--- config.mk ---
export PLATFORM = sky130hd
export DESIGN_NAME = mul_issue_ctrl
export DESIGN_NICKNAME = d
export VERILOG_FILES = /design/src/rtl/mul_issue_ctrl.sv
export SDC_FILE = /design/constraint.sdc
export NUM_CORES = 1
export LEC_CHECK = 0
export CAP_MARGIN = 30
export CORE_UTILIZATION = 39
export CTS_CLUSTER_DIAMETER = 50
export DETAILED_ROUTE_END_ITERATION = 8
export PLACE_DENSITY = 0.83
export SYNTH_ARGS = -nofsm -noshare
export SYNTH_HDL_FRONTEND = slang
export SYNTH_SLANG_ARGS = --single-unit
--- constraint.sdc ---
create_clock -name clk -period 4 [get_ports clk]
set_clock_uncertainty 0.15 [all_clocks]
set_input_delay 0.4 -clock clk [delete_from_list [all_inputs] [get_ports clk]]
set_output_delay 0.4 -clock clk [all_outputs]
set_load 0.05 [all_outputs]
--- src/rtl/mul_issue_ctrl.sv ---
// mul_issue_ctrl: request/response control around an iterative 33x33 Booth multiplier.
// Optional MUL_ZERO_BYPASS_EN answers zero-operand requests without starting the multiplier.
module mul_issue_ctrl #(
   parameter int TAG_W = 4,
   parameter int XLEN  = 32
) (
   input  logic                clk,
   input  logic                reset,
   input  logic                req_valid,
   output logic                req_ready,
   input  logic [1:0]          req_op,
   input  logic [XLEN-1:0]     req_src1,
   input  logic [XLEN-1:0]     req_src2,
   input  logic [TAG_W-1:0]    req_tag,
   input  logic                flush,
   output logic                resp_valid,
   input  logic                resp_ready,
   output logic [XLEN-1:0]     resp_data,
   output logic [TAG_W-1:0]    resp_tag,
   output logic                mul_in_valid,
   input  logic                mul_in_ready,
   output logic [XLEN:0]       mul_src1,
   output logic [XLEN:0]       mul_src2,
   input  logic                mul_out_valid,
   input  logic [2*XLEN-1:0]   mul_result
);
   typedef enum logic [2:0] {IDLE, ISSUE, WAIT, RESP, DRAIN} state_e;
   state_e            state_q;
   logic [1:0]        op_q;
   logic              mul_in_valid_q, resp_valid_q;
   logic [XLEN-1:0]   resp_data_q;
   logic [TAG_W-1:0]  resp_tag_q;
   logic [XLEN:0]     mul_src1_q, mul_src2_q, ext1_d, ext2_d;
   logic              accept, byp;
   assign req_ready = !flush && (state_q == IDLE || (state_q == RESP && resp_ready));
   assign accept = req_valid && req_ready;
   assign ext1_d = {req_op != 2'b11 && req_src1[XLEN-1], req_src1};
   assign ext2_d = {!req_op[1] && req_src2[XLEN-1], req_src2};
`ifdef MUL_ZERO_BYPASS_EN
   assign byp = (req_src1 == '0) || (req_src2 == '0);
`else
   assign byp = 1'b0;
`endif
   assign mul_in_valid = mul_in_valid_q;
   assign resp_valid = resp_valid_q;
   assign resp_data = resp_data_q;
   assign resp_tag = resp_tag_q;
   assign mul_src1 = mul_src1_q;
   assign mul_src2 = mul_src2_q;
   always_ff @(posedge clk or posedge reset) begin
      if (reset) begin
         state_q <= IDLE;
         op_q <= '0;
         mul_in_valid_q <= 1'b0;
         resp_valid_q <= 1'b0;
         resp_data_q <= '0;
         resp_tag_q <= '0;
         mul_src1_q <= '0;
         mul_src2_q <= '0;
      end else begin
         if (accept) begin
            op_q <= req_op;
            resp_tag_q <= req_tag;
            mul_src1_q <= ext1_d;
            mul_src2_q <= ext2_d;
         end
         case (state_q)
            IDLE, RESP: begin
               if (accept) begin
                  state_q <= byp ? RESP : ISSUE;
                  mul_in_valid_q <= !byp;
                  resp_valid_q <= byp;
                  if (byp) resp_data_q <= '0;
               end else if (flush || state_q == IDLE || resp_ready) begin
                  state_q <= IDLE;
                  resp_valid_q <= 1'b0;
               end
            end
            ISSUE: begin
               if (flush || mul_in_ready) begin
                  mul_in_valid_q <= 1'b0;
                  state_q <= !mul_in_ready ? IDLE : flush ? DRAIN : WAIT;
               end
            end
            WAIT: begin
               // a flush coinciding with the done pulse has nothing left to drain
               if (mul_out_valid) begin
                  state_q <= flush ? IDLE : RESP;
                  resp_valid_q <= !flush;
                  resp_data_q <= (op_q == 2'b00) ? mul_result[XLEN-1:0] : mul_result[2*XLEN-1:XLEN];
               end else if (flush) begin
                  state_q <= DRAIN;
               end
            end
            DRAIN: if (mul_out_valid) state_q <= IDLE;
            default: state_q <= IDLE;
         endcase
      end
   end
endmodule

# Word level (Yosys, flattened, before mapping)
# Index checks and enable logic that the tools add are counted.
# op_classes
n_eq_ne	11
n_mux	18
n_reduce_logical	20
# ops
cell	n
32-bit 2-to-1 mux	1
3-bit 2-to-1 mux	8
3-bit case mux with 4 select lines	1
2-bit inequality test (second input constant)	5
3-bit by 2-bit == test with 1-bit output (second input constant)	2
3-bit inequality test (second input constant)	2
3-bit AND reduction	2
1-bit logical AND	5
1-bit 2-to-1 mux	5
1-bit logical OR	4
1-bit case mux with 2 select lines	2
4-bit AND reduction	1
2-bit nonzero test	2
3-bit by 1-bit == test with 1-bit output (second input constant)	1
3-bit == test (second input constant)	1
3-bit zero test	1
1-bit zero test	2
2-bit zero test	1
2-bit 2-to-1 mux	1
2-bit AND reduction	1
2-bit OR reduction	1
# word_totals
register_bits	109
input_bits	141
out_inout_bits	105
word_cells	57

# Logic depth before layout (Yosys ltp)
# logic_depth
ltp_word	7
mapped_depth	6
ltp_nobuf	3

# Worst setup path before layout
# OpenSTA, ideal clock, no wires.
# synth_timing
path_type	reg2out
startpoint	register state_q[0]
endpoint	output req_ready
arrival_time_ps	1886
t_required_ps	3450
path_slack_ps	1564
path_stages_with_launch	4
n_path_buf	1
path_cell_list	dfrtp_1 -> buf_6 -> or2_4 -> a21boi_0
# synth_between
elab_chain_len	4
elab_cells_between_ends	5
cone_classes	1 x eq/ne; 4 x reduce/logical
# synth_lines
element	line_no	source
start, declared	28	state_e state_q;
start signal, assigned	70	state_q <= byp ? RESP : ISSUE;
start signal, assigned	82	state_q <= !mul_in_ready ? IDLE : flush ? DRAIN : WAIT;
start signal, assigned	88	state_q <= flush ? IDLE : RESP;
3-bit by 2-bit == test with 1-bit output	35	assign req_ready = !flush && (state_q == IDLE || (state_q == RESP && resp_ready));
1-bit logical AND	35	
1-bit logical OR (*)	35	
1-bit logical AND (*)	35	
end, declared	10	output logic req_ready,
# Mark *: on every way between the ends. The rest lies on a longest branch, timed or not.

# Final worst setup path
# layout_timing
startpoint	input flush
endpoint	output req_ready
# layout_between
elab_chain_len	2
# layout_lines
element	line_no	source
start, declared	15	input logic flush,
1-bit zero test	35	
1-bit logical AND	35	
# No other way between the ends.

==> flow_metrics.tcl <==
set metrics [dict create \
    hold_buffers 0 \
    area_delta_synth_final_pct 61.9 \
    post-route-drc-count 0 \
    core_um2 11400 \
    pin_count 246 \
    worstSetupStartpoint "flush" \
    dr.pass1.iters 4 \
    pwr-share-clk_pct 14.4 \
    dr.first_iter.drc_count 91 \
    timing.rr.start "state_q[0]$_DFFE_PP0P_" \
    place_congestion 0.758 \
    hold_start "mul_src1[10]$_DFFE_PP0P_" \
    vias_per_cell 4.84 \
    cp-start-kind "primary input" \
    switching_share_pct 46.2 \
    ir_drop_mv 0.530 \
    cts_resized 0 \
    cap_violations 0 \
    postRouteAntennaNets 0 \
    netlist_instances 331 \
    die_area_um2 12100 \
    cts_root_buf "clkbuf_16" \
    antenna_found_initial 0 \
    io_buffers 245 \
    grt_pass1_wl_mm 16.7 \
    critPathCaptureType "output port" \
    synth.avg_cell_area_um2 13.8 \
    grtUsageTotal_pct 18.3 \
    cts_tree "done" \
    postCtsSetupBuffers 0 \
    synth.net_count 472 \
    p_seq_share_pct 29.8 \
    cts_sinks 109 \
    diodes 0 \
    slew_headroom_pct 46.5 \
    drt_wl_total_mm 11.4 \
    post-route-min-period_ps 2870 \
    p_sw_mw 2.76 \
    clk_latency_ps 340 \
    run_status "completed" \
    start_util_pct 40.0 \
    grt_max_degree 67 \
    tns_ps 0 \
    htreeDepth 3 \
    setup_violations 0 \
    ys_seq_elements 109 \
    max_freq_mhz 348 \
    p_int_mw 3.22 \
    rsz0062_at_grt "false" \
    synth.yosys.warnings 0 \
    nets 713 \
    p_leak_nw 3.01 \
    die_height_um 110 \
    pwr-share-comb_pct 55.7 \
    finalHoldViolCount 0 \
    hp-class "register to register" \
    syn_area_um2 4560 \
    cts_buffer_depth 2 \
    hold_depth 1 \
    vias 3484 \
    ys_types 29 \
    crit_type "primary input to output port" \
    clk_pin_slew_ps 60 \
    overflow 0 \
    dp_hpwl_mm 8.87 \
    first_global_vias 3421 \
    tightest_slew_ps 803 \
    wl_per_cell_um 15.9 \
    crit_required_ps 3450 \
    maxSlewViolCount 0 \
    fp.dieW_um 110 \
    cp_max_fo 6 \
    finalCritPeriodShare_pct 71.8 \
    rr_worst_depth 4 \
    cp.arrival_ps 2320 \
    drive_gt1_share_pct 7.28 \
    core.rowCount 39 \
    cts_buffers 9 \
    synth-seq-area-share_pct 59.8 \
    final_util_pct 64.7 \
    powerDensity_nw_per_um2 810 \
]
-- Yosys cell counts (all sizes together) --
cell	n	area [um2]
nand3b	1	7.51
nand2	2	7.51
mux2i	34	340
inv	4	15.0
nor2	35	131
a211oi	1	7.51
clkbuf	4	15.0
a21o	1	7.51
a21boi	3	22.5
o22ai	1	6.26
nor4	1	6.26
nor2b	1	6.26
dfrtp	109	2730
or2	1	8.76
nor3b	1	7.51
a2111oi	1	27.5
a311o	1	10.0
nand3	1	5.00
buf	17	173
nand2b	3	18.8
nor4bb	1	10.0
mux2	73	822
o32ai	1	8.76
a21oi	32	160
o21ai	2	10.0
-- worst max-delay path, cell delays in order --
cell             delay, ps
clkdlybuf4s50_1        540
nor2_1                 300
a21boi_0               250
clkdlybuf4s50_1        830
-- power by group through the flow --
stage | clock (mW) | sequential (mW) | combinational (mW)
3_5_place_dp | 0 | 1.81 | 3.36
5_1_grt | 0.932 | 1.85 | 3.47
6_report | 0.864 | 1.78 | 3.33
2_1_floorplan | 0 | 3.32 | 0.618
3_3_place_gp | 0 | 1.78 | 3.29
4_1_cts | 0.892 | 1.79 | 3.37
-- layout by cell type, fill, tap and decap left out, types with 2 or more instances in the layout --
| cell type | n |
|---|---|
| buf_4 | 5 |
| mux2_2 | 15 |
| mux2i_1 | 34 |
| dfrtp_1 | 109 |
| mux2_1 | 58 |
| inv_1 | 3 |
| clkbuf_8 | 3 |
| o21ai_0 | 2 |
| nand2_1 | 2 |
| clkdlybuf4s50_1 | 245 |
| nand2b_1 | 3 |
| a21boi_0 | 3 |
| clkbuf_16 | 9 |
| nor2_1 | 34 |
| a21oi_1 | 32 |
-- path summary, 6_finish.rpt --
check / to / slack [ps]
worst max-delay path: req_ready / 1130
worst min-delay path: mul_src1[10]$_DFFE_PP0P_ / 330
worst max register to register: resp_tag[2]$_DFFE_PP0P_ / 1570
worst min register to register: mul_src1[10]$_DFFE_PP0P_ / 330
max in group asynchronous: resp_data[31]$_DFFE_PP0P_ / 2450
min in group asynchronous: mul_src1[13]$_DFFE_PP0P_ / 410
-- routing by layer --
layer	vias up	part of all wire, %	routed length (um)	track usage (%)
li1	1637	-	-	-
met1	1699	37	4200	19.3
met2	136	53	6070	34.4
met3	12	9.0	1030	5.53
met4	0	1.3	143	5.83
met5	-	0	0	0
-- through the flow --
stage	cells	total power, mW	cell area [um2]	hold slack (ps)	setup WS [ps]
2_1_floorplan	331	3.94	4560	331	576
3_3_place_gp	703	5.07	7070	316	1230
3_5_place_dp	704	5.17	7090	317	1160
4_1_cts	720	6.05	7380	339	1140
5_1_grt	720	6.25	7380	353	1060
6_report	720	5.98	7380	334	1130
-- registers in the layout (all words and copies together), names as in the netlist --
name / cells
mul_in_valid: 1
resp_tag: 4
op_q: 2
mul_src1: 33
state_q: 3
resp_data: 32
resp_valid: 1
mul_src2: 33
-- logic make-up (layout without fill, tap and decap cells) --
logic type | count (synthesis) | in the layout | share of synthesized area (%)
buffers and inverters | 25 | 271 | 4.44
AOI/OAI and AO/OA | 43 | 43 | 5.71
and+or+nand+nor | 47 | 47 | 4.58
muxes | 107 | 107 | 25.5
DFF | 109 | 109 | 59.8
-- layout make-up --
| type | count | area (um2) |
|---|---|---|
| Sequential cell | 109 | 2730 |
| Clock buffer | 12 | 267 |
| Multi-Input combinational cell | 197 | 1650 |
| Timing Repair Buffer | 251 | 2510 |
| Clock inverter | 4 | 30.0 |
| Tap cell | 143 | 179 |
| Inverter | 4 | 17.5 |
| Fill cell | 888 | 4030 |
(Power assumes the default switching activity.)
